**config.mk**
```make
export PLATFORM = sky130hd
export DESIGN_NAME = seg7_scan_flat
export DESIGN_NICKNAME = d
export VERILOG_FILES = /design/src/rtl/seg7_scan_if.sv /design/src/rtl/seg7_scan.sv /design/src/flat_wrapper.sv
export SDC_FILE = /design/constraint.sdc
export NUM_CORES = 1
export LEC_CHECK = 0
export CORE_MARGIN = 3
export CORE_UTILIZATION = 30
export DETAILED_ROUTE_END_ITERATION = 16
export DONT_BUFFER_PORTS = 1
export PLACE_DENSITY_LB_ADDON = 0.1
export SETUP_SLACK_MARGIN = 0.15
export SKIP_CTS_REPAIR_TIMING = 1
export SLEW_MARGIN = 20
export SYNTH_ARGS = -nofsm -noshare
export SYNTH_HDL_FRONTEND = slang
export SYNTH_SLANG_ARGS = --single-unit
```
**constraint.sdc**
```tcl
create_clock -name iClk -period 3.76 [get_ports iClk]
set_clock_uncertainty 0.1 [all_clocks]
set_input_delay 0.94 -clock iClk [delete_from_list [all_inputs] [get_ports iClk]]
set_output_delay 0.94 -clock iClk [all_outputs]
set_load 0.02 [all_outputs]
```
**src/rtl/seg7_scan_if.sv**
```systemverilog
// Display-side bus for seg7_scan: load/data inputs and the registered scan outputs.
interface seg7_scan_if;
    logic [15:0] iValue;
    logic [3:0]  iDP;
    logic        iLoad;
    logic        iBlankLZ;
    logic [11:0] oDigi;
    logic        oFrame;

    // Host side drives data and strobes, observes the display bus.
    modport master (
        output iValue, iDP, iLoad, iBlankLZ,
        input  oDigi, oFrame
    );

    // Display controller side.
    modport slave (
        input  iValue, iDP, iLoad, iBlankLZ,
        output oDigi, oFrame
    );
endinterface

```
**src/rtl/seg7_scan.sv**
```systemverilog
// Four-digit multiplexed 7-segment scanner with a shadow/display register pair.
// New data is latched into the shadow on iLoad and only reaches the display
// at the end of a full scan (index wrap 3->0), so a frame never tears.
module seg7_scan #(
    parameter int REFRESH_DIV = 50000,
    parameter bit ACTIVE_LOW  = 1
) (
    input logic       iClk,
    input logic       iRst,
    seg7_scan_if.slave bus
);

    localparam int CNT_W = $clog2(REFRESH_DIV);
    localparam logic [CNT_W-1:0] CNT_LAST = CNT_W'(REFRESH_DIV - 1);
    // Digit 0 enabled showing '0', dp off, in the selected polarity.
    localparam logic [11:0] DIGI_RST = ACTIVE_LOW ? 12'hEC0 : 12'h13F;

    logic [CNT_W-1:0] cnt, cnt_nxt;
    logic [1:0]       idx, idx_nxt;
    logic [15:0]      shadow_val, shadow_val_nxt;
    logic [3:0]       shadow_dp, shadow_dp_nxt;
    logic [15:0]      disp_val, disp_val_nxt;
    logic [3:0]       disp_dp, disp_dp_nxt;
    logic             pending, pending_nxt;
    logic             tick, commit;
    logic [11:0]      digi, digi_nxt;
    logic             frame;

    // Active-high segment pattern {g,f,e,d,c,b,a} for one hex nibble.
    function automatic logic [6:0] seg_code(input logic [3:0] n);
        case (n)
            4'h0: seg_code = 7'h3F;
            4'h1: seg_code = 7'h06;
            4'h2: seg_code = 7'h5B;
            4'h3: seg_code = 7'h4F;
            4'h4: seg_code = 7'h66;
            4'h5: seg_code = 7'h6D;
            4'h6: seg_code = 7'h7D;
            4'h7: seg_code = 7'h07;
            4'h8: seg_code = 7'h7F;
            4'h9: seg_code = 7'h6F;
            4'hA: seg_code = 7'h77;
            4'hB: seg_code = 7'h7C;
            4'hC: seg_code = 7'h39;
            4'hD: seg_code = 7'h5E;
            4'hE: seg_code = 7'h79;
            default: seg_code = 7'h71;
        endcase
    endfunction

    // Full 12-bit bus for digit k: one-hot enable, dp, segments, with
    // leading-zero blanking (digit 0 is never blanked; dp survives blanking).
    function automatic logic [11:0] digi_bus(input logic [1:0]  k,
                                             input logic [15:0] v,
                                             input logic [3:0]  dp,
                                             input logic        blank_lz);
        logic       z3, z2, z1;
        logic [3:0] nib;
        logic       blank;
        logic [6:0] seg;
        logic [11:0] bus_hi;
        z3 = (v[15:12] == 4'h0);
        z2 = z3 && (v[11:8] == 4'h0);
        z1 = z2 && (v[7:4] == 4'h0);
        case (k)
            2'd0: begin nib = v[3:0];   blank = 1'b0;            end
            2'd1: begin nib = v[7:4];   blank = blank_lz && z1;  end
            2'd2: begin nib = v[11:8];  blank = blank_lz && z2;  end
            default: begin nib = v[15:12]; blank = blank_lz && z3; end
        endcase
        seg    = blank ? 7'h00 : seg_code(nib);
        bus_hi = {4'b0001 << k, dp[k], seg};
        digi_bus = ACTIVE_LOW ? ~bus_hi : bus_hi;
    endfunction

    // Next-state: divider, index, shadow/display handoff and output encoding.
    always_comb begin
        tick           = (cnt == CNT_LAST);
        commit         = tick && (idx == 2'd3) && pending;
        cnt_nxt        = tick ? '0 : cnt + CNT_W'(1);
        idx_nxt        = tick ? idx + 2'd1 : idx;
        shadow_val_nxt = shadow_val;
        shadow_dp_nxt  = shadow_dp;
        disp_val_nxt   = disp_val;
        disp_dp_nxt    = disp_dp;
        pending_nxt    = pending;
        if (commit) begin
            disp_val_nxt = shadow_val;
            disp_dp_nxt  = shadow_dp;
            pending_nxt  = 1'b0;
        end
        // A load on the commit tick wins: the old shadow is shown, the new
        // one waits for the next frame.
        if (bus.iLoad) begin
            shadow_val_nxt = bus.iValue;
            shadow_dp_nxt  = bus.iDP;
            pending_nxt    = 1'b1;
        end
        digi_nxt = digi_bus(idx_nxt, disp_val_nxt, disp_dp_nxt, bus.iBlankLZ);
    end

    // State and registered outputs, cleared asynchronously by iRst.
    always_ff @(posedge iClk or posedge iRst) begin
        if (iRst) begin
            cnt        <= '0;
            idx        <= 2'd0;
            shadow_val <= 16'h0000;
            shadow_dp  <= 4'h0;
            disp_val   <= 16'h0000;
            disp_dp    <= 4'h0;
            pending    <= 1'b0;
            digi       <= DIGI_RST;
            frame      <= 1'b0;
        end else begin
            cnt        <= cnt_nxt;
            idx        <= idx_nxt;
            shadow_val <= shadow_val_nxt;
            shadow_dp  <= shadow_dp_nxt;
            disp_val   <= disp_val_nxt;
            disp_dp    <= disp_dp_nxt;
            pending    <= pending_nxt;
            digi       <= digi_nxt;
            frame      <= commit;
        end
    end

    assign bus.oDigi  = digi;
    assign bus.oFrame = frame;

endmodule

```
**src/flat_wrapper.sv**
```systemverilog
// flat-port wrapper written by rule: the top's interface ports become plain ports
module seg7_scan_flat 
#(
    parameter int REFRESH_DIV = 50000,
    parameter bit ACTIVE_LOW  = 1
)
  (iClk, iRst, bus_iValue, bus_iDP, bus_iLoad, bus_iBlankLZ, bus_oDigi, bus_oFrame);
  seg7_scan_if bus_i ();
  input logic iClk;
  input logic iRst;
  input wire logic [$bits(bus_i.iValue)-1:0] bus_iValue;
  input wire logic [$bits(bus_i.iDP)-1:0] bus_iDP;
  input wire logic [$bits(bus_i.iLoad)-1:0] bus_iLoad;
  input wire logic [$bits(bus_i.iBlankLZ)-1:0] bus_iBlankLZ;
  output wire logic [$bits(bus_i.oDigi)-1:0] bus_oDigi;
  output wire logic [$bits(bus_i.oFrame)-1:0] bus_oFrame;
  assign bus_i.iValue = bus_iValue;
  assign bus_i.iDP = bus_iDP;
  assign bus_i.iLoad = bus_iLoad;
  assign bus_i.iBlankLZ = bus_iBlankLZ;
  assign bus_oDigi = bus_i.oDigi;
  assign bus_oFrame = bus_i.oFrame;
  seg7_scan #(.REFRESH_DIV(REFRESH_DIV), .ACTIVE_LOW(ACTIVE_LOW)) u_core (.iClk(iClk), .iRst(iRst), .bus(bus_i));
endmodule
```
---- Yosys cells after proc, flatten, opt, wreduce, memory -nomap -nowiden ----
Memories as Yosys holds them, arrays and structs flattened.
Cells that the tools add are included.
Widths: inputs -> output; s select.
operators by class
  shift-type cells ........................ 1
  equal/unequal tests ..................... 4
  $lt $le $gt $ge ......................... 1
  reduce and logical (&&, ||, !) cells .... 12
  add/sub/neg operators ................... 2
  multiplexer cells ....................... 11
  multipliers ............................. 0
  bitwise logic cells ..................... 1
  divide/modulo/power cells ............... 0
operators with widths
  cell                   number
  $mux 16                2
  $add 16x1->16 const B  1
  $eq 16x16->1 const B   1
  $logic_not 4->1        3
  $not 12->12            1
  $pmux 4 s3             1
  $logic_and 1x1->1      7
  $mux 7                 1
  $eq 2x2->1 const B     2
  $mux 4                 1
  $shl 1x2->4 const A    1
  $lt 2x3->1 const B     1
  $mux 1                 3
  $pmux 1 s3             1
  $add 2x1->2 const B    1
  $bmux 1 s2             1
  $eq 2x1->1 const B     1
  $logic_not 2->1        1
  $mux 2                 1
  $reduce_bool 2->1      1
storage, ports and cells
  memories ................................ 1
  bits in latches ......................... 0
  logic and storage cells ................. 42
  memory bits (read-only) ................. 112
  RAM bits ................................ 0
  register bits ........................... 72
  output and inout bits ................... 13
  input port bits ......................... 24
memory list
  memory            depth  width  rd ports  clocked after memory_dff  wr ports  RTL line         RTL
  (name not given)  16     7      1         0                         0         seg7_scan.sv:31  case (n)

---- Logic depth before layout (Yosys ltp) ----
Gate-level depths: netlist of run 1.
  word-level depth ........................ 11
  depth in mapped cells ................... 17
  gate-level depth less buffers ........... 14

---- Worst setup path after synthesis of run 1 ----
OpenSTA, ideal clock, no wires.
  path kind ............................... flip-flop to flip-flop
  start point ............................. reg u_core.cnt[0]
  end point ............................... reg u_core.digi[3], in the netlist u_core.bus.oDigi[3]
  path slack .............................. -0.112 ns
  stages on the path, launching flop included .. 17
  setup time .............................. 0.128 ns
  data arrival time ....................... 3.644 ns
  path through ............................ dfrtp_1 > ha_1 > and3_1 > clkbuf_2 > and4_2 > buf_6 > clkbuf_1 > xnor2_1 > inv_1 > ha_1 > buf_2 > mux2i_1 > inv_1 > ha_1 > inv_1 > mux4_1 > nand2b_1
between the ends
  elaborated cells on any way between the ends .. 21
RTL lines
  what                                      RTL line          RTL
  start, declared                           seg7_scan.sv:18   logic [CNT_W-1:0] cnt, cnt_nxt;
  start signal, assigned                    seg7_scan.sv:115  cnt <= cnt_nxt;
  $eq 16x16->1 *                            seg7_scan.sv:78   tick = (cnt == CNT_LAST);
  $mux 2 *                                  seg7_scan.sv:81   idx_nxt = tick ? idx + 2'd1 : idx;
  named net u_core.idx_nxt[0]               seg7_scan.sv:19   logic [1:0] idx, idx_nxt;
  $eq 2x2->1, or another cell as far along  seg7_scan.sv:65   case (k)
  $pmux 4 s3                                seg7_scan.sv:65
  $mem_v2 16x7                              --
  $mux 7 *                                  seg7_scan.sv:71   seg = blank ? 7'h00 : seg_code(nib);
  $not 12->12 *                             seg7_scan.sv:73   digi_bus = ACTIVE_LOW ? ~bus_hi : bus_hi;
  named net u_core.digi_nxt[3]              seg7_scan.sv:26   logic [11:0] digi, digi_nxt;
  end signal, assigned                      seg7_scan.sv:122  digi <= digi_nxt;
  end, declared                             seg7_scan.sv:26
The timed path passes the listed nets; every way through them passes the cells marked *.
A chain may end at the register's enable or synchronous reset.

---- Worst setup path after layout of run 1 ----
  start point ............................. reg u_core.cnt[0]
  end point ............................... reg u_core.digi[3], in the netlist u_core.bus.oDigi[3]
between the ends
  word-level cells in the longest chain between the ends .. 11
  elaborated cells on any way between the ends .. 21
ends and longest elaborated chain
  what                                                                  RTL line
  $eq 16x16->1 *                                                        seg7_scan.sv:78
  parallel branches: the longest is 8 deep, another holds $mem_v2 16x7  --
  $mux 7 *                                                              seg7_scan.sv:71
  $not 12->12 *                                                         seg7_scan.sv:73
  named net u_core.digi_nxt[3]                                          seg7_scan.sv:26
Mark *: on every way through the listed nets, which the timed path passes.

==> results of run 1 <==
-- metal layers --
metal / track usage [%] / vias up / share of wire [%]
met5: 0 / - / 0
met4: 6.01 / 0 / 2.3
met3: 3.40 / 14 / 3.9
met2: 17.9 / 30 / 45
met1: 17.0 / 1038 / 49
li1: - / 1013 / -
-- flip-flops by register name, summed over array words and instances (netlist names) --
name / cells
u_core.bus.oDigi: 12
u_core.disp_dp: 4
u_core.shadow_val: 16
u_core.disp_val: 16
u_core.idx: 2
u_core.pending: 1
u_core.cnt: 16
u_core.shadow_dp: 4
u_core.bus.oFrame: 1
-- cell usage in the layout, fill, tap and decap left out, types with 2 or more instances in the layout --
cell	n
dfrtp_1	67
mux2_2	33
buf_4	24
nand2_1	19
nand3_1	16
nor2_1	14
inv_1	11
xor2_1	9
clkbuf_16	9
ha_1	8
o21ai_0	6
mux2i_1	6
a21oi_1	6
xnor2_1	5
ha_2	5
dfstp_2	5
inv_2	4
and3_1	3
o211ai_1	3
clkbuf_1	3
and4bb_2	2
mux2_4	2
and2_1	2
mux2i_4	2
a222oi_1	2
o21ai_1	2
a22oi_1	2
nor3_1	2
nand2b_1	2
a21o_1	2
clkinv_2	2
-- stage by stage --
step,setup slack [ns],cell area [sq um],cells,hold slack [ns]
floorplan,0.160,3420,271,0.325
global placement,0.136,3640,414,0.337
detailed placement,0.117,3640,414,0.346
CTS,0.0728,3910,430,0.353
global route,0.166,4060,445,0.392
finish,0.332,4060,445,0.355
-- power by group through the flow --
stage / clock (W) / combinational, W / sequential (W)
final: 0.000768 / 0.0000428 / 0.000813
after global routing: 0.000834 / 0.0000495 / 0.000816
after CTS: 0.000793 / 0.0000453 / 0.000814
after detailed placement: 0 / 0.0000450 / 0.000828
after global placement: 0 / 0.0000449 / 0.000828
after floorplan: 0 / 0.0000389 / 0.000819
-- critical path, cell delays in order, from the launching register on --
cell,delay [ns]
dfrtp_1,0.39
ha_1,0.23
and3_4,0.18
nand4_4,0.09
buf_4,0.14
mux2i_4,0.25
buf_4,0.16
ha_2,0.26
a222oi_1,0.13
mux2_4,0.31
buf_4,0.15
ha_1,0.28
inv_1,0.03
mux4_1,0.46
nand2b_1,0.15
-- kinds of logic (layout without fill, tap and decap cells) --
kind of cell / count (synthesis) / count (layout) / share of synthesized area (%)
buffers and inverters: 24 / 56 / 3.39
AOI/OAI and AO/OA: 31 / 31 / 7.70
adders and majority gates: 13 / 13 / 4.79
and+or+nand+nor: 72 / 73 / 12.1
xor gates and xnor gates: 15 / 15 / 3.87
other: 0 / 1 / 0
muxes: 44 / 44 / 14.9
DFF: 72 / 72 / 53.3
-- final cells by class --
class,instances,share of cell area [%]
flip-flops and latches,72,44.5
multi-input cells,176,38.2
clock buffers,13,6.16
repair buffers,25,4.93
well taps,140,4.31
inverters,15,1.39
clock inverters,3,0.431
diodes,1,0.0616
-- final timing paths --
check                         startpoint                     to  slack [ns]  cells after the start
hold / removal             u_core.cnt[0]          u_core.cnt[0]        0.36                      1
min in group asynchronous           iRst  u_core.shadow_val[11]        0.53                      1
hold reg to reg            u_core.cnt[0]          u_core.cnt[0]        0.36                      1
setup / recovery           u_core.cnt[0]    u_core.bus.oDigi[3]        0.33                     14
setup reg to reg           u_core.cnt[0]    u_core.bus.oDigi[3]        0.33                     14
max in group asynchronous           iRst    u_core.bus.oDigi[6]        2.16                      2
==> results.cfg, run 1 <==
[critical_path]
worst_setup_path_end_kind = register
crit_type = reg2reg
arrival_ns = 3.54
critPathRequiredTime_ns = 3.87
start_kind = register
path_max_fanout = 6

[synth]
syn-cell-area_sq_um = 3390
ys_seq_elements = 72
seq_area_frac_synth_pct = 53.3
synth.top_cell.area_share_pct = 49.4
synth_area_leaders = dfrtp_1, mux2_2, ha_1
synth.distinct_cells = 47
yosysTopAreaCell = dfrtp_1
synth_edf_count = 0
synth_top_cells_by_count = dfrtp_1, mux2_2, nand2_1
syn_avg_cell_area_sq_um = 12.5
yosysWarningCount = 0
synth_cells = 271
async_flop_share_pct = 100
synth_flop_cell = dfrtp_1
syn-num-nets = 308
synth_most_common_cell = dfrtp_1

[routing]
antenna_left = 0
dr.pass1.iters = 4
wl_per_cell_microns = 16.5
dr.first_iter.drc_count = 94
vias = 2095
drc = 0
vias_per_cell = 4.71
routed_wl_mm = 7.33

[cells_and_area]
final_core_util_pct = 37.1
drive_above_1_share_pct = 34.9
n_fill_cell = 1104
syn_to_final_growth_pct = 19.6
ff_latch_area_sq_um = 1810
num-nets-final = 336
multi_input_area_sq_um = 1550

[timing]
worst_pin_slew_ns = 0.762
period_share_pct = 91.2
final-setup-viol-count = 0
fin_crit_ns = 3.43
relSlewSlack_pct = 49.1
rsz0062_at_grt = no
drv_slew = 0
max_freq_mhz = 292
final_hold_viol_count = 0
finalSetupTns_ns = 0

[run_status]
outcome = finished, final reports clean

[pwr]
power_density_nw_per_um2 = 400
vdd_ir_drop_max_uv = 157
total_leakage_power_nw = 1.91
sw_frac_of_total_pct = 21.1
p_total_w = 0.00162
clkPwrFrac_pct = 47.3
p_switching_w = 0.000342
power_frac_seq_pct = 50.1
combPwrFrac_pct = 2.6
power.internal_w = 0.00128

[floorplan]
io_pins = 37
dieArea_sq_um = 12600
core_area_sq_um = 10900
start_util_pct = 31.0
die_h_microns = 112
die_x_microns = 112
fp-row-count = 38

[global_route]
grt_max_degree = 36
first_global_vias = 2169
grtUsageTotal_pct = 12.3
grt_overflow = 0
grt_pass1_wl_mm = 12.0
antenna_found_initial = 1

[clock_tree]
numCtsBuffers = 9
clock-sinks = 72
cts_tree = done
clockBufferDepth = 2
htreeDepth = 3
clkLatencyLatePin_ns = 0.33
path_clk_slew_ns = 0.05
cts-root-buf = clkbuf_16

[hold_path]
hold_path.class = reg2reg

[job]
max_cap_violations = 0

[placed_design]
place_hpwl_mm = 5.06
gp_congestion = 0.749
port_buffers = 0
(Power assumes the default switching activity.)
==> inputs of run 2 (changes only) <==
--- a/config.mk
+++ b/config.mk
@@ -9,7 +9,6 @@
 export CORE_UTILIZATION = 30
 export DETAILED_ROUTE_END_ITERATION = 16
 export DONT_BUFFER_PORTS = 1
-export PLACE_DENSITY_LB_ADDON = 0.1
 export SETUP_SLACK_MARGIN = 0.15
 export SKIP_CTS_REPAIR_TIMING = 1
 export SLEW_MARGIN = 20
==> run 2 against run 1 <==
Setup slack got worse by 0.044 ns. Cell count is 0.90% lower. Count of clock-buffer cells in the layout fell by 2. Critical path depth is 2 lower. Fmax is 1.3% lower. Largest power group is now the clock network. Utilization grew 0.25 points. Flip-flop and latch count did not move. First-iteration DRC count decreased by 50%. Largest cell class unchanged.
==> results.cfg, run 2 (synthesis gave the netlist of run 1 again) <==
[pwr]
total_leakage_power_nw = 1.92
vdd_ir_drop_max_uv = 203
power_density_nw_per_um2 = 418

[clock_tree]
cts-root-buf = clkbuf_16
htreeDepth = 3
numCtsBuffers = 9
clkLatencyLatePin_ns = 0.33
clock-sinks = 72
clockBufferDepth = 2
cts_tree = done
path_clk_slew_ns = 0.05

[global_route]
grt_overflow = 0
antenna_found_initial = 1
first_global_vias = 2120
grt_max_degree = 48
grt_pass1_wl_mm = 10.9
grtUsageTotal_pct = 11.1

[routing]
routed_wl_mm = 6.78
vias_per_cell = 4.83
vias = 2129
wl_per_cell_microns = 15.4
drc = 0
dr.pass1.iters = 5
dr.first_iter.drc_count = 47
antenna_left = 0

[cells_and_area]
fin_area_sq_um = 4090
drive_above_1_share_pct = 34.9
num-nets-final = 333
fin_cells = 441
final_core_util_pct = 37.4
n_fill_cell = 1042
syn_to_final_growth_pct = 20.4
mostFrequentLayoutCells = dfrtp_1, mux2_2, buf_4
layout_commonest_cell = dfrtp_1
antenna_cells = 0
reg_top3 = u_core.cnt (16), u_core.disp_val (16), u_core.shadow_val (16)

[critical_path]
worst_setup_path_end_kind = register
slowest_delay_ns = 0.48
slowest_stage = mux4_1
r2r_end = u_core.bus.oDigi[3]
ff2ff_setup_slack_ns = 0.29
rr_startpoint = u_core.cnt[10]
cpLargestDelayFamily = multiplexers
critPathRequiredTime_ns = 3.87
reg2reg_depth = 12
path_common_cell = mux2i_4
crit_type = reg2reg
crit_chain = nor4b_4 -> nand4_4 -> mux2i_4 -> buf_4 -> ha_4 -> a222oi_1 -> mux2i_4 -> inv_2 -> ha_1 -> inv_1 -> mux4_1 -> nand2b_1
start_kind = register
worst-path-buf-inv = 3
arrival_ns = 3.58
path_max_fanout = 7

[hold_path]
min_path_cells = 1
holdPathEnd = u_core.cnt[0]
hold_path.class = reg2reg
worstHoldStart = u_core.cnt[0]

[job]
max_cap_violations = 0

[floorplan]
core_area_sq_um = 10900
die_x_microns = 112
die_h_microns = 112
io_pins = 37
dieArea_sq_um = 12600
fp-row-count = 38
start_util_pct = 31.0

[placed_design]
gp_congestion = 0.795
port_buffers = 0
dp_cells = 409
dpl_worst_slack_ns = 0.122
post_dp_cell_area_sq_um = 3590
place_hpwl_mm = 4.83

[timing]
final_hold_viol_count = 0
worst_pin_slew_ns = 0.596
finalSetupTns_ns = 0
period_share_pct = 92.3
max_freq_mhz = 288
final-setup-viol-count = 0
rsz0062_at_grt = no
fin_crit_ns = 3.47
finalWorstSetupSlack_ns = 0.288
drv_slew = 0
relSlewSlack_pct = 60.3

[run_status]
outcome = finished, final reports clean
## run 2: how the worst max path moves through the flow
stage | start | cells past startpoint | end | slack, ns
floorplan | u_core.cnt[0] | 16 | u_core.bus.oDigi[3] | 0.16
global placement | u_core.cnt[0] | 12 | u_core.bus.oDigi[3] | 0.19
detailed placement | u_core.cnt[0] | 12 | u_core.bus.oDigi[3] | 0.12
CTS | u_core.cnt[0] | 13 | u_core.bus.oDigi[3] | 0.08
global route | u_core.cnt[10] | 12 | u_core.bus.oDigi[3] | 0.14
finish | u_core.cnt[10] | 12 | u_core.bus.oDigi[3] | 0.29
## run 2: where the power goes
group          internal [W]  leakage [nW]  switching, W   total, W
clock network      0.000546         0.148      0.000310   0.000856
registers          0.000797         0.924     0.0000156   0.000813
logic             0.0000216         0.847     0.0000198  0.0000414
## run 2: metal layers
| layer | global-route usage, % | wire length, microns | vias up |
|---|---|---|---|
| met2 | 17.3 | 3190 | 49 |
| met4 | 5.29 | 154 | 2 |
| met1 | 14.1 | 3130 | 1062 |
| met5 | 0 | 7 | - |
| li1 | - | - | 1001 |
| met3 | 3.50 | 302 | 15 |
## run 2: metrics by stage
| step | hold slack [ns] | power, W |
|---|---|---|
| after floorplan | 0.325 | 0.000858 |
| after global placement | 0.335 | 0.000868 |
| after detailed placement | 0.347 | 0.000870 |
| after CTS | 0.354 | 0.00173 |
| after global routing | 0.378 | 0.00177 |
| final | 0.348 | 0.00171 |
## run 2: cell type report
type | instances | area (sq um) | share of cell area (%)
well taps | 140 | 175 | 4.29
repair buffers | 23 | 176 | 4.32
flip-flops and latches | 72 | 1810 | 44.2
clock buffers | 11 | 253 | 6.18
inverters | 15 | 56.3 | 1.38
clock inverters | 5 | 55.1 | 1.35
multi-input cells | 175 | 1560 | 38.3
==> inputs of run 3 (changes only) <==
--- a/config.mk
+++ b/config.mk
@@ -5,10 +5,12 @@
 export SDC_FILE = /design/constraint.sdc
 export NUM_CORES = 1
 export LEC_CHECK = 0
+export ABC_AREA = 1
 export CORE_MARGIN = 3
-export CORE_UTILIZATION = 30
+export CORE_UTILIZATION = 45
 export DETAILED_ROUTE_END_ITERATION = 16
 export DONT_BUFFER_PORTS = 1
+export RECOVER_POWER = 25
 export SETUP_SLACK_MARGIN = 0.15
 export SKIP_CTS_REPAIR_TIMING = 1
 export SLEW_MARGIN = 20
==> run 3 against run 2 <==
Fmax increased by 5.5%. Power decreased by 3.7%. Largest power group unchanged. First-iteration DRC count increased by 130%. Final area decreased by 3.0%. Register-to-register slack improved by 0.18 ns. Non-clock buffer count decreased by 21. Critical path type unchanged. Combinational power increased by 3%. Worst hold slack improved by 0.023 ns. Wire length increased by 6.6%.
==> results.cfg, run 3 <==
[run_status]
outcome = finished, final reports clean

[cells_and_area]
syn_to_final_growth_pct = 10.4
n_fill_cell = 687
drive_above_1_share_pct = 11.5
antenna_cells = 0
final_core_util_pct = 52.9
fin_cells = 534
mostFrequentLayoutCells = nand2_1, dfrtp_1, inv_1
fin_area_sq_um = 3960
layout_commonest_cell = nand2_1
num-nets-final = 467
reg_top3 = u_core.cnt (16), u_core.disp_val (16), u_core.shadow_val (16)

[placed_design]
place_hpwl_mm = 5.34
gp_congestion = 0.900
port_buffers = 0
post_dp_cell_area_sq_um = 3690
dp_cells = 518

[pwr]
power.internal_w = 0.00131
total_leakage_power_nw = 2.13
combPwrFrac_pct = 2.6
clkPwrFrac_pct = 48.9
sw_frac_of_total_pct = 20.3
power_frac_seq_pct = 48.5
power_density_nw_per_um2 = 416
p_switching_w = 0.000334
vdd_ir_drop_max_uv = 242

[global_route]
antenna_found_initial = 0
grtUsageTotal_pct = 17.8
top_usage_layer = met2
globalRouteMet1Util_pct = 24.9
use_met3_pct = 3.63
grt_pass1_wl_mm = 12.2
grt_max_degree = 45
grt_overflow = 0
first_global_vias = 2549
grt_use_met2_pct = 26.1

[job]
max_cap_violations = 0

[synth]
synth_most_common_cell = nand2_1
synth_flop_cell = dfrtp_1
yosys.area_share.simple_pct = 29.0
yosysTopAreaCell = dfrtp_1
async_flop_share_pct = 100
synth_edf_count = 0
synth_top_cells_by_count = nand2_1, dfrtp_1, inv_1
synthAdderAreaFrac_pct = 4.53
synth-compound-area-share_pct = 6.62
ys_seq_elements = 72
synth.distinct_cells = 37
synthXorXnorAreaFrac_pct = 1.22
synth_cells = 425
synth_top_family_by_area = simple AND/OR/NAND/NOR gates
yosysWarningCount = 0
syn-num-nets = 462
seq_area_frac_synth_pct = 50.4
synth.top_cell.area_share_pct = 46.7
syn_avg_cell_area_sq_um = 8.45
syn-cell-area_sq_um = 3590
muxShareOfSynthArea_pct = 0
synth_area_leaders = dfrtp_1, nand2_1, inv_1

[clock_tree]
clockBufferDepth = 2
clock-sinks = 72
cts-root-buf = clkbuf_8
cts_tree = done
htreeDepth = 3
path_clk_slew_ns = 0.08
numCtsBuffers = 9
clkLatencyLatePin_ns = 0.34

[floorplan]
core_area_sq_um = 7490
die_h_microns = 95.3
io_pins = 37
die_x_microns = 95.3
fp-row-count = 31
dieArea_sq_um = 9080
start_util_pct = 48.0

[critical_path]
r2r_end = u_core.bus.oDigi[1]
reg2reg_depth = 17
ff2ff_setup_slack_ns = 0.47
rr_startpoint = u_core.cnt[0]
crit_path_end = u_core.bus.oDigi[1]
start_kind = register
critPathRequiredTime_ns = 3.86
arrival_ns = 3.39
crit_type = reg2reg
startpoint = u_core.cnt[0]
worst_setup_path_end_kind = register
path_max_fanout = 10

[timing]
final_hold_viol_count = 0
fin_crit_ns = 3.29
finalSetupTns_ns = 0
rsz0062_at_grt = no
period_share_pct = 87.5
max_freq_mhz = 304
hold_ws_ns = 0.372
worst_pin_slew_ns = 0.653
drv_slew = 0
relSlewSlack_pct = 56.4
final-setup-viol-count = 0

[routing]
drc = 0
antenna_left = 0
vias_per_cell = 4.90
vias = 2619
routed_wl_mm = 7.22
dr.pass1.iters = 4
dr.first_iter.drc_count = 106
wl_per_cell_microns = 13.5

[hold_path]
hold_path.class = reg2reg
-- run 3: changes by cell type after synthesis, sizes merged, moves of 6 or more --
cell   change
mux2i      -8
nand4     +13
nor2      +23
mux2      -35
inv       +54
o21ai     +21
nand3     +18
nand2     +98
xnor2      -6
-- run 3: final cells by class --
class                   instances  area, sq um  area share [%]
multi-input cells             276         1490            37.6
clock buffers                   9          124            3.13
inverters                      69          259            6.53
flip-flops and latches         72         1810            45.6
repair buffers                  2         15.0           0.379
clock inverters                 7          143            3.60
well taps                      99          124            3.13
-- run 3: power by group through the flow --
stage,Sequential (W),Clock [W],Combinational (W)
floorplan,0.000812,0,0.0000357
global placement,0.000814,0,0.0000435
detailed placement,0.000815,0,0.0000445
CTS,0.000799,0.000827,0.0000449
global route,0.000801,0.000863,0.0000533
finish,0.000800,0.000805,0.0000428
-- run 3: logic make-up after synthesis --
logic type                 Yosys count
AOI/OAI and AO/OA                   41
xor gates and xnor gates             5
adders and majority gates           13
buffers and inverters               77
DFF                                 72
and+or+nand+nor                    217
-- run 3: critical path, stage by stage, from the launching register on --
cell and delay, ns:
dfrtp_1 0.38, ha_1 0.20, nand3_2 0.12, inv_1 0.10, nand2_1 0.09, nor2_4 0.24
nor2_1 0.07, nor2_1 0.27, inv_1 0.16, ha_1 0.28, nand3_1 0.12, nand2_1 0.07
o21bai_1 0.35, ha_1 0.31, nand3_1 0.11, inv_1 0.05, nand2_1 0.05, nand3_1 0.09
-- run 3: through the flow --
stage	power (W)	setup WS, ns
6_report	0.00165	0.468
5_1_grt	0.00172	0.157
4_1_cts	0.00167	0.438
3_5_place_dp	0.000859	0.451
3_3_place_gp	0.000858	0.630
2_1_floorplan	0.000848	0.886
-- run 3: worst min-delay path by stage --
stage / from / to / slack [ns] / cells past startpoint
4_1_cts: iRst / u_core.disp_val[12] / 0.35 / 1
3_3_place_gp: u_core.cnt[0] / u_core.cnt[0] / 0.34 / 1
5_1_grt: u_core.cnt[0] / u_core.cnt[0] / 0.40 / 1
2_1_floorplan: u_core.cnt[0] / u_core.cnt[0] / 0.33 / 1
3_5_place_dp: u_core.cnt[0] / u_core.cnt[0] / 0.36 / 1
6_report: u_core.cnt[0] / u_core.cnt[0] / 0.37 / 1
-- run 3: routing by layer --
layer,share of wire (%),vias to the layer above
li1,-,1349
met1,50,1198
met2,44,56
met3,4.1,16
met4,2.6,0
met5,0,-
